--- src/rtl/ah_credit_rx_fifo.sv ---
// Credit-returning receive FIFO behind the narrow-to-wide converter; optional overflow flag via AH_CREDIT_RX_OVF_CHK_EN.
// Latency: push visible on out_data the cycle after the push edge; credit pulse the cycle after each pop.
// Backpressure: none upstream (space guaranteed by credits); consumer throttles via out_ready.
module ah_credit_rx_fifo #(
    parameter int DATA_W = 15,
    parameter int DEPTH  = 4
) (
    input  logic              clk,
    input  logic              rstn,
    input  logic [DATA_W-1:0] in_data,
    input  logic              in_valid,
    output logic              in_credit,
    output logic [DATA_W-1:0] out_data,
    output logic              out_valid,
    input  logic              out_ready
`ifdef AH_CREDIT_RX_OVF_CHK_EN
    ,
    output logic              err_overflow
`endif
);

    localparam int PTR_W = $clog2(DEPTH);
    localparam int CNT_W = $clog2(DEPTH + 1);

    logic [DATA_W-1:0] r_mem [DEPTH];
    logic [PTR_W-1:0]  r_wr_ptr;
    logic [PTR_W-1:0]  r_rd_ptr;
    logic [CNT_W-1:0]  r_count;
    logic              r_credit;

    logic w_full;
    logic w_pop;
    logic w_push;

    assign out_valid = (r_count != '0);
    assign out_data  = r_mem[r_rd_ptr];
    assign in_credit = r_credit;

    assign w_full = (r_count == CNT_W'(DEPTH));
    assign w_pop  = out_valid & out_ready;
    // A pop in the same cycle frees the head slot, so a push into a full FIFO is legal then.
    assign w_push = in_valid & (~w_full | w_pop);

    // Storage is intentionally not reset; out_valid guards its contents.
    always_ff @(posedge clk) begin
        if (w_push) begin
            r_mem[r_wr_ptr] <= in_data;
        end
    end

    always_ff @(posedge clk or negedge rstn) begin
        if (!rstn) begin
            r_wr_ptr <= '0;
            r_rd_ptr <= '0;
            r_count  <= '0;
            r_credit <= 1'b0;
        end else begin
            r_credit <= w_pop;
            if (w_push) begin
                r_wr_ptr <= r_wr_ptr + PTR_W'(1);
            end
            if (w_pop) begin
                r_rd_ptr <= r_rd_ptr + PTR_W'(1);
            end
            case ({w_push, w_pop})
                2'b10:   r_count <= r_count + CNT_W'(1);
                2'b01:   r_count <= r_count - CNT_W'(1);
                default: r_count <= r_count;
            endcase
        end
    end

`ifdef AH_CREDIT_RX_OVF_CHK_EN
    logic w_ovf;
    logic r_err_overflow;

    assign w_ovf        = in_valid & w_full & ~w_pop;
    assign err_overflow = r_err_overflow;

    always_ff @(posedge clk or negedge rstn) begin
        if (!rstn) begin
            r_err_overflow <= 1'b0;
        end else if (w_ovf) begin
            r_err_overflow <= 1'b1;
        end
    end

`ifndef SYNTHESIS
    always @(posedge clk) begin
        if (rstn && w_ovf) begin
            $error("ah_credit_rx_fifo: push while full without pop, word dropped");
        end
    end
`endif
`endif

endmodule

--- config.mk ---
export PLATFORM = sky130hd
export DESIGN_NAME = ah_credit_rx_fifo
export DESIGN_NICKNAME = d
export VERILOG_FILES = /design/src/rtl/ah_credit_rx_fifo.sv
export SDC_FILE = /design/constraint.sdc
export NUM_CORES = 1
export LEC_CHECK = 0
export CORE_MARGIN = 1
export CORE_UTILIZATION = 55
export CTS_CLUSTER_DIAMETER = 200
export CTS_CLUSTER_SIZE = 25
export DETAILED_ROUTE_END_ITERATION = 7
export PLACE_DENSITY_LB_ADDON = 0.15
export RECOVER_POWER = 100
export REMOVE_ABC_BUFFERS = 1
export SLEW_MARGIN = 20
export SYNTH_ARGS = -nofsm -noshare
export SYNTH_HDL_FRONTEND = slang
export SYNTH_SLANG_ARGS = --single-unit
--- constraint.sdc ---
create_clock -name clk -period 5.75 [get_ports clk]
set_clock_uncertainty 0.2 [all_clocks]
set_input_delay 0.8625 -clock clk [delete_from_list [all_inputs] [get_ports clk]]
set_output_delay 0.8625 -clock clk [all_outputs]
set_load 0.02 [all_outputs]
Word-level counts from Yosys, hierarchy flattened
Memory sizes are Yosys's and may differ from the RTL's.
Index checks and enable logic that the tools add are counted.
{"block": "op_classes", "bitwise": 4, "shift": 0, "muxes": 3, "n_lt_le_gt_ge": 0, "reduce_logical": 2, "eq_ne": 3, "mul": 0, "n_addsub": 4, "div_mod_pow": 0}
{"cell": "one-hot mux 3 bit (2 select lines)", "n": 1}
{"cell": "adder 2 x 1 -> 2 bit (second input constant)", "n": 2}
{"cell": "adder 3 x 1 -> 3 bit (second input constant)", "n": 1}
{"cell": "== test 3 bit (second input constant)", "n": 1}
{"cell": "nonzero test 3 bit", "n": 1}
{"cell": "subtractor 3 x 1 -> 3 bit (second input constant)", "n": 1}
{"cell": "bitwise AND 1 bit", "n": 2}
{"cell": "== test 2 x 1 -> 1 bit (second input constant)", "n": 1}
{"cell": "== test 2 bit (second input constant)", "n": 1}
{"cell": "2-to-1 mux 1 bit", "n": 2}
{"cell": "nonzero test 2 bit", "n": 1}
{"cell": "inverter 1 bit", "n": 1}
{"cell": "bitwise OR 1 bit", "n": 1}
{"block": "totals", "output_inout_bits": 17, "ramBits": 60, "latch_bits": 0, "ff_bits": 8, "mem_count": 1, "input_bits": 19, "rom_bits": 0, "elab_cells": 21}
{"memory": "r_mem", "words": 4, "word_bits": 15, "rd": 1, "rd_ports_with_merged_regs": 0, "wr": 1, "line_no": "25", "source": "logic [DATA_W-1:0] r_mem [DEPTH];"}

Depth between registers and ports, before layout
Gate-level depths: netlist of the first run.
{"block": "logic_depth", "depth_word": 6, "mapped_depth": 7, "depth_no_buf": 6}

Worst setup path before layout of the first run
Ideal clock, no wire load.
{"block": "synth_timing", "path_kind": "input to register", "start": "input out_ready", "end": "register r_count[2]", "cell_stages": 7, "t_arrival_ps": 2193, "setup_ps": 126, "n_path_buf": 1, "required_ps": 5424, "path_slack_ps": 3231, "path_cell_list": "buf_2 o31a_1 nand2_1 fa_1 nor2b_1 a21oi_1 a221o_1"}
{"block": "synth_between", "elab_chain_len": 5, "word_cells_on_any_way": 7}
{"item": "from (decl)", "line_no": "15", "source": "input logic out_ready"}
{"item": "bitwise AND 1 bit (*)", "line_no": "40", "source": "assign w_pop = out_valid & out_ready;"}
{"item": "via w_pop", "line_no": "32", "source": "logic w_pop;"}
{"item": "bitwise OR 1 bit", "line_no": "42", "source": "assign w_push = in_valid & (~w_full | w_pop);"}
{"item": "bitwise AND 1 bit", "line_no": "42"}
{"item": "== test 2 x 1 -> 1 bit / == test 2 bit (equally long branches)", "line_no": "65", "source": "case ({w_push, w_pop})"}
{"item": "one-hot mux 3 bit (2 select lines) / nonzero test 2 bit (equally long branches)"}
{"item": "to (signal assigned)", "line_no": "66", "source": "2'b10: r_count <= r_count + CNT_W'(1);"}
{"item": "to (signal assigned)", "line_no": "67", "source": "2'b01: r_count <= r_count - CNT_W'(1);"}
{"item": "to (signal assigned)", "line_no": "68", "source": "default: r_count <= r_count;"}
{"item": "to (decl)", "line_no": "28", "source": "logic [CNT_W-1:0] r_count;"}
The timed path passes the listed nets; every way through them passes the cells marked *.
A chain may end at the register's enable or synchronous reset.

Worst setup path in the final report of the first run
{"block": "layout_timing", "start": "register r_rd_ptr[0]", "end": "output out_data[3]"}
{"block": "layout_between", "elab_chain_len": 1}
{"item": "from (decl)", "line_no": "27", "source": "logic [PTR_W-1:0] r_rd_ptr;"}
{"item": "from (signal assigned)", "line_no": "63", "source": "r_rd_ptr <= r_rd_ptr + PTR_W'(1);"}
{"item": "memory read (4 x 15 bit)"}
{"item": "to (decl)", "line_no": "13", "source": "output logic [DATA_W-1:0] out_data,"}
Every way passes these cells.

==> run_results.csv, run 1 <==
group,metric,value,unit
run_status,status,"finished, final reports clean",
clock_tree,hold_buffers,0,
sta,post-route-min-period,3700,ps
global_routing,grt_overflow,0,
floorplan,die_h,72.7,um
floorplan,dieArea,5290,sq um
clock_tree,post-cts-setup-buffer-count,0,
synth,yosysWarnings,0,
global_routing,grt_pass1_vias,1415,
synth,syn_avg_cell_area,20.7,sq um
clock_tree,post_cts_resized,0,
sta,setup_violations,0,
worst_setup_path,path_class,"reg2out",
route,wire_per_inst,18.9,um
place,hpwl,2890,um
synth,synth_cell_type_count,32,
sta,fmax,270,MHz
global_routing,grt_max_degree,18,
clock_tree,ctsHtreeMaxLevel,3,
floorplan,coreArea,4750,sq um
clock_tree,cts.sinks,68,
cells_and_area,drive_gt1_share,13.0,%
synth,syn_area,2750,sq um
route,dr_wl_met2,2390,um
clock_tree,clk-insertion-delay-late,330,ps
sta,rsz0062_at_grt,"no",
cells_and_area,nNetsFinal,196,
worst_setup_path,crit_path_max_fanout,17,
cells_and_area,stdcell_area,3320,sq um
floorplan,dieWidth,72.7,um
place,place.port_buffers,35,
route,drt_iter0_drc,76,
route,ant_nets,0,
route,vias_per_cell,5.50,
worst_setup_path,crit_chain,"mux4_1 -> dlygate4sd3_1",
cells_and_area,finalNonFillerCells,244,
cells_and_area,layout_commonest_cell,"edfxtp_1",
sta,relSlewSlack,20.9,%
power,p_leak,1.15,nW
place,place_inst,228,
sta,final.period_utilization,64.3,%
sta,holdWs,376,ps
clock_tree,cts_tree,"yes",
synth,syn_inst,133,
worst_setup_path,required,4690,ps
cells_and_area,nFillCells,329,
floorplan,io-pin-count,36,
clock_tree,root_buffer,"clkbuf_8",
sta,worstMarginPinSlew,1190,ps
route,maxUsedRoutingLayer,"met4",
cells_and_area,syn_to_final_growth,20.6,%
clock_tree,cts_inserted_buffers,9,
worst_setup_path,startpoint_type,"register",
worst_setup_path,end_kind,"output port",
sta,final_max_slew_viol_count,0,
global_routing,antenna_found_initial,0,
route,wl_met1,2010,um
power,ir_worst_vdd,0.258,mV
clock_tree,clockBufferDepth,2,
global_routing,grt_pass1_wl,7290,um
worst_setup_path,cp_slowest_stage_delay,970,ps
route,drc,0,
place,gp_congestion,0.781,
sta,hold_viol,0,
power,power.density,512,nW/um^2
global_routing,groute.usage.overall,20.0,%
route,drt_wl_total,4600,um
cells_and_area,n_antenna_cell,0,
place,dpl_cell_area,3130,sq um
clock_tree,path_clk_slew,70,ps
route,wl_met3,133,um
route,first_pass_iters,5,
run,maxCapViolCount,0,
synth,synth-seq-cells,68,
worst_setup_path,cpMaxStageDelayCell,"dfrtp_1",
worst_setup_path,crit_arrival,2640,ps
sta,final.setup.tns,0,ps
cells_and_area,layout_common_cells,"edfxtp_1 (60), dlygate4sd3_1 (34), clkbuf_8 (9)",
floorplan,initial_core_util,57.9,%
route,vias,1341,
synth,seq_area_frac_synth,72.7,%
worst_hold_path,hold_path.class,"reg2reg",
floorplan,placementRows,25,
-- routing by layer --
| layer | GRT usage [%] | vias up |
|---|---|---|
| met2 | 33.2 | 24 |
| li1 | - | 611 |
| met3 | 4.42 | 7 |
| met4 | 11.5 | 0 |
| met1 | 24.4 | 699 |
| met5 | 0 | - |
-- cell families after synthesis --
family                     count (synthesis)  synth area share, %
AOI/OAI and AO/OA                         11                 3.50
xor gates and xnor gates                   5                 1.59
adders and majority gates                  5                 2.55
buffers and inverters                     13                 2.95
DFF                                       68                 72.7
muxes                                     16                 13.6
and+or+nand+nor                           15                 3.05
-- state kept, by name, indices dropped and copies added (netlist names) --
register   cells
r_rd_ptr       2
r_mem         60
in_credit      1
r_count        3
r_wr_ptr       2
-- path summary, 6_finish.rpt --
path | from | end | slack (ps) | cells past startpoint
min | r_wr_ptr[1] | r_wr_ptr[1] | 380 | 1
max | r_rd_ptr[0] | out_data[3] | 2050 | 2
max in group asynchronous | rstn | r_rd_ptr[0] | 4370 | 1
min in group asynchronous | rstn | r_wr_ptr[0] | 690 | 1
min reg2reg | r_wr_ptr[1] | r_wr_ptr[1] | 380 | 1
max reg2reg | r_count[0] | r_mem[2][12] | 3210 | 3
-- cells in the mapped netlist (all sizes together) --
library cell / instances / area share (%)
edfxtp: 60 / 65
mux4: 15 / 13
dfrtp: 8 / 7.3
buf: 7 / 2.1
inv: 6 / 0.82
and2: 4 / 0.91
ha: 4 / 1.8
nand2: 3 / 0.41
xor2: 3 / 0.95
nor2: 2 / 0.27
nor2b: 2 / 0.45
o22ai: 2 / 0.45
xnor2: 2 / 0.64
a21oi: 1 / 0.18
a221o: 1 / 0.36
a22oi: 1 / 0.27
a31oi: 1 / 0.77
fa: 1 / 0.73
mux2: 1 / 0.41
nand3: 1 / 0.18
nand4bb: 1 / 0.41
nor3: 1 / 0.18
o211ai: 1 / 0.27
o21ai: 1 / 0.18
o21ba: 1 / 0.36
o31a: 1 / 0.32
o32ai: 1 / 0.32
or3: 1 / 0.23
-- stage by stage --
step	total power, mW	utilization, %	setup WS (ps)
after floorplan	1.10	-	3160
after global placement	1.31	65.8	2490
after detailed placement	1.35	65.8	2410
after CTS	1.76	70.2	2070
after global routing	1.78	69.8	1850
final	1.70	69.8	2050
-- report_power, final --
part           total, mW  leakage (nW)  internal [mW]  switching [mW]
combinational      0.528         0.404          0.271           0.257
sequential         0.759         0.645          0.660          0.0991
clock              0.412         0.101          0.242           0.170
total               1.70          1.15           1.17           0.526
-- layout make-up --
cell class | instances | area [sq um] | area share (%)
clock buffers | 11 | 131 | 3.96
clock inverters | 5 | 76.3 | 2.30
inverters | 6 | 22.5 | 0.678
multi-input cells | 52 | 654 | 19.7
flip-flops and latches | 68 | 2000 | 60.3
well taps | 67 | 83.8 | 2.52
repair buffers | 35 | 350 | 10.6
-- worst max-delay path: cells and delay by family (launching register included) --
family	cells	cell delay [ps]
flip-flops	1	970
buffers and inverters	1	670
multiplexers	1	660
No activity file was read; power rests on OpenSTA's default activity.
==> run 2: changes to the inputs <==
CORE_UTILIZATION = 54   (was 55)
clock period = 3.6 ns   (was 5.75 ns; I/O delays follow)
==> run_results.csv, run 2 (same netlist as run 1, synthesis figures left out) <==
group,metric,value,unit
worst_hold_path,hold_path.class,"in2async",
sta,fmax,312,MHz
floorplan,coreArea,4820,sq um
run_status,status,"finished, final reports clean",
cells_and_area,syn_to_final_growth,20.5,%
place,place.port_buffers,35,
clock_tree,hold_buffers,0,
worst_setup_path,path_class,"reg2out",
sta,setup_violations,0,
cells_and_area,finalNonFillerCells,250,
worst_setup_path,end_kind,"output port",
sta,holdWs,367,ps
floorplan,placementRows,25,
floorplan,initial_core_util,57.1,%
place,hpwl,2890,um
cells_and_area,largest_reg_flops,60,
clock_tree,clk-insertion-delay-late,320,ps
place,dp_slack,734,ps
sta,final.setup.tns,0,ps
floorplan,dieArea,5390,sq um
place,place_inst,233,
worst_setup_path,startpoint_type,"register",
global_routing,grt_pass1_wl,6920,um
floorplan,io-pin-count,36,
clock_tree,clockBufferDepth,2,
worst_setup_path,crit_arrival,2460,ps
route,drc,0,
worst_setup_path,cp_slowest_stage_delay,660,ps
global_routing,groute.usage.overall,18.9,%
route,drt_iter0_drc,111,
route,wire_per_inst,17.7,um
cells_and_area,layout_common_cells,"edfxtp_1 (60), dlygate4sd3_1 (29), clkbuf_8 (9)",
sta,relSlewSlack,30.9,%
clock_tree,post-cts-setup-buffer-count,0,
global_routing,grt_overflow,0,
run,maxCapViolCount,0,
global_routing,grt_max_degree,17,
sta,rsz0062_at_grt,"no",
floorplan,die_h,73.4,um
worst_setup_path,crit_path_max_fanout,13,
sta,final_max_slew_viol_count,0,
cells_and_area,nNetsFinal,201,
worst_setup_path,cpMaxStageDelayCell,"dlygate4sd3_1",
route,first_pass_iters,4,
worst_setup_path,crit_chain,"clkbuf_2 -> mux4_2 -> dlygate4sd3_1",
clock_tree,ctsHtreeMaxLevel,3,
power,power.density,801,nW/um^2
clock_tree,cts.sinks,68,
sta,post-route-min-period,3200,ps
sta,worstMarginPinSlew,1040,ps
cells_and_area,layout_commonest_cell,"edfxtp_1",
place,gp_congestion,0.729,
cells_and_area,reg.largest.list,"r_mem x60, r_count x3",
sta,final.period_utilization,89.0,%
floorplan,dieWidth,73.4,um
clock_tree,post_cts_resized,0,
clock_tree,root_buffer,"clkbuf_8",
route,vias_per_cell,5.50,
sta,hold_viol,0,
route,drt_wl_total,4410,um
power,ir_worst_vdd,0.463,mV
clock_tree,cts_tree,"yes",
clock_tree,path_clk_slew,70,ps
route,vias,1375,
route,ant_nets,0,
power,p_leak,1.15,nW
cells_and_area,drive_gt1_share,13.2,%
global_routing,grt_pass1_vias,1363,
worst_setup_path,required,2860,ps
clock_tree,cts_inserted_buffers,9,
global_routing,antenna_found_initial,1,
sta,fin_ws,395,ps
cells_and_area,largest-register,"r_mem",
-- run 2: cell count changes in the layout (fill, tap and decap cells not counted) --
cell             before  now
clkinv_1              1    2
and2_0                4    3
clkbuf_2              0    1
clkdlybuf4s50_1       1    6
clkinv_2              1    2
dlygate4sd3_1        34   29
diode_2               0    1
and2_1                0    1
clkbuf_1              2    5
bufinv_16             2    1
-- run 2: cell type report --
class / instances / area, sq um
clock buffers: 10 / 128
diodes: 1 / 2.50
fillers: 338 / 1500
well taps: 67 / 83.8
repair buffers: 40 / 370
inverters: 6 / 22.5
clock inverters: 6 / 55.1
multi-input cells: 52 / 654
flip-flops and latches: 68 / 2000
-- run 2: critical path, delay by kind of cell (launching register included) --
family                 cells  cell delay [ps]
multiplexers               1              570
buffers and inverters      2             1110
flip-flops                 1              460
-- run 2: power breakdown --
| group | internal [mW] | total (mW) | switching, mW |
|---|---|---|---|
| clock | 0.313 | 0.570 | 0.257 |
| sequential | 1.05 | 1.17 | 0.114 |
| combinational | 0.459 | 0.918 | 0.459 |
-- run 2: final timing paths --
check / start / endpoint / slack, ps / depth (start not counted)
setup / recovery: r_rd_ptr[0] / out_data[9] / 400 / 3
hold / removal: rstn / r_wr_ptr[1] / 370 / 1
setup reg to reg: r_count[0] / r_mem[3][7] / 1030 / 4
hold reg to reg: r_wr_ptr[1] / r_wr_ptr[1] / 380 / 1
max in group asynchronous: rstn / r_rd_ptr[1] / 2560 / 1
min in group clk: r_wr_ptr[1] / r_wr_ptr[1] / 380 / 1
-- run 2: per-stage QoR --
| step | power, mW | instance area [sq um] | util [%] |
|---|---|---|---|
| floorplan | 1.75 | 2690 | - |
| global placement | 2.13 | 3170 | 65.7 |
| detailed placement | 2.18 | 3170 | 65.7 |
| CTS | 2.74 | 3350 | 69.5 |
| global route | 2.80 | 3320 | 68.9 |
| finish | 2.66 | 3320 | 68.9 |
-- run 2: per-layer routing --
layer	wire, um	vias up	share of wire (%)	GRT usage [%]
met4	125	0	2.8	8.97
met1	1760	700	40	22.4
met2	2320	37	52	31.2
met5	0	-	0	0
li1	-	627	-	-
met3	215	11	4.9	6.58
==> run 3: changes to the inputs <==
SLEW_MARGIN = 15   (was 20)
==> results of run 3 <==
The final DEF is identical to that of run 2; final timing and power are the same.
==> variant, RTL diff (config.mk and constraints of run 3) <==
Add a define of `AH_CREDIT_RX_OVF_CHK_EN`.
--- a/src/rtl/ah_credit_rx_fifo.sv
+++ b/src/rtl/ah_credit_rx_fifo.sv
@@ -1,6 +1,8 @@
 // Credit-returning receive FIFO behind the narrow-to-wide converter; optional overflow flag via AH_CREDIT_RX_OVF_CHK_EN.
 // Latency: push visible on out_data the cycle after the push edge; credit pulse the cycle after each pop.
 // Backpressure: none upstream (space guaranteed by credits); consumer throttles via out_ready.
+`define AH_CREDIT_RX_OVF_CHK_EN
+
 module ah_credit_rx_fifo #(
     parameter int DATA_W = 15,
     parameter int DEPTH  = 4
Check against the original RTL (old outputs only; new: err_overflow): equivalent (Yosys induction, for registers that start in step).
==> variant against run 3 <==
Die area is 0.88% lower; area after synthesis decreased by 0.91%; total power shrank 4.2%; critical path depth did not move; clock power shrank 12%; design area decreased by 1.5%; sequential cell count grew 1; synthesized cell count decreased by 11%; cell count is 6.0% lower; setup slack lost 15 ps; critical path type unchanged; routed wire length is 4.0% lower.
==> variant: results (changes against run 3) <==
[outcome]
status = completed

[timing]
tightest_slew_ps = 1157  ; +120.2 ps
fmax_mhz = 310.6  ; -0.46%

[cts]
post_cts_resized = 0  ; unchanged
ctsHoldBuffers = 0  ; unchanged
cts_buffers = 9  ; unchanged
clk_path_buf_depth = 2  ; unchanged
htreeDepth = 3  ; unchanged

[routing]
wl_mm = 4.239  ; -4.0%
top_layer_used = met4
drt-initial-drc-count = 82  ; -26%
dr_wl_met3_um = 169  ; -21%
num_vias = 1264  ; -8.1%
wl_met1_mm = 1.768  ; +0.63%
routed-wl-met2_mm = 2.222  ; -4.1%

[power]
p_leak_nw = 1.164  ; +1.3%
power_switching_w = 0.0008017  ; -3.5%
peakVddDrop_v = 0.0004607  ; -0.48%

[global_routing]
met1_usage_pct = 22.65  ; +0.22 points
use_met2_pct = 31.07  ; -0.10 points
grt_pass1_vias = 1364  ; +0.073%
grtUsageMet3_pct = 4.972  ; -1.6 points
antenna_found_initial = 0  ; -1
grt_pass1_wl_mm = 6.789  ; -1.9%
grtUsageTotal_pct = 18.84  ; -0.084 points

[layout]
diodes = 0  ; -1
stdcell_count = 235  ; -6.0%
fin_nets = 188  ; -6.5%
drive_gt1_share_pct = 8.333  ; -4.9 points

[placed_design]
dpl.hpwl_mm = 2.714  ; -6.0%
dp_slack_ps = 754.9  ; +21.41 ps
dp.cells = 219  ; -6.0%
gp_congestion = 0.7055  ; -3.2%
io_buffers = 36  ; +2.9%

[worst_setup_path]
r2r_setup_slack_ps = 1050  ; +20 ps
path_max_fanout = 15  ; +2
crit_family = buffers and inverters

[hold_path]
hold_path_class = reg2reg

[synthesis]
yosysSeqAreaShare_pct = 74.31  ; +1.6 points
synth_warnings = 0  ; unchanged
synth_cell_types = 23  ; -28%
postSynth.asyncResetShare_pct = 13.04  ; +1.3 points
synthCells = 119  ; -11%
synth_common_cells = 60 x edfxtp_1, 14 x mux4_1, 9 x dfrtp_1
ys_top_cells_by_area = edfxtp_1 66%, mux4_1 13%, dfrtp_1 8.3%

-- variant: power by group through the flow --
stage / sequential, W / clock, W / combinational [W]
5_1_grt: 0.00119 / 0.000546 / 0.000935
2_1_floorplan: 0.00119 / 0 / 0.000534
3_5_place_dp: 0.00120 / 0 / 0.000939
4_1_cts: 0.00118 / 0.000517 / 0.000945
3_3_place_gp: 0.00118 / 0 / 0.000918
6_report: 0.00118 / 0.000504 / 0.000866
-- variant: worst paths after layout --
| path | cells after the start | from | end |
|---|---|---|---|
| worst max-delay path | 3 | r_rd_ptr[0] | out_data[12] |
| worst min-delay path | 1 | err_overflow | err_overflow |
| worst max register to register | 9 | r_count[0] | r_count[2] |
| worst min register to register | 1 | err_overflow | err_overflow |
| max in group asynchronous | 1 | rstn | r_rd_ptr[0] |
| min in group asynchronous | 1 | rstn | r_count[0] |
-- variant: cell type report --
cell class                      count  area (µm²)
Sequential cell                    69        2027
Fill cell                         315        1518
Multi-Input combinational cell     40       616.8
Timing Repair Buffer               37       365.4
Clock buffer                       14       142.6
Tap cell                           67       83.83
Inverter                            6       22.52
Clock inverter                      2       10.01
-- variant: metrics by stage --
stage,cell area [µm²],hold slack (ps),power (W)
after floorplan,2688,44.41,0.001726
after global placement,3139,251.7,0.002101
after detailed placement,3139,250.8,0.002138
after CTS,3292,271.6,0.002645
after global routing,3268,314.3,0.002676
final,3268,261.1,0.002545
-- variant: logic make-up after synthesis --
logic type	synth area share, %
flip-flops	74.31
multiplexers	15.23
buffers and inverters	2.293
AND/OR/NAND/NOR	2.614
XOR/XNOR	1.927
adder cells (fa/ha/maj)	3.028
AO/OA/AOI/OAI	0.5965
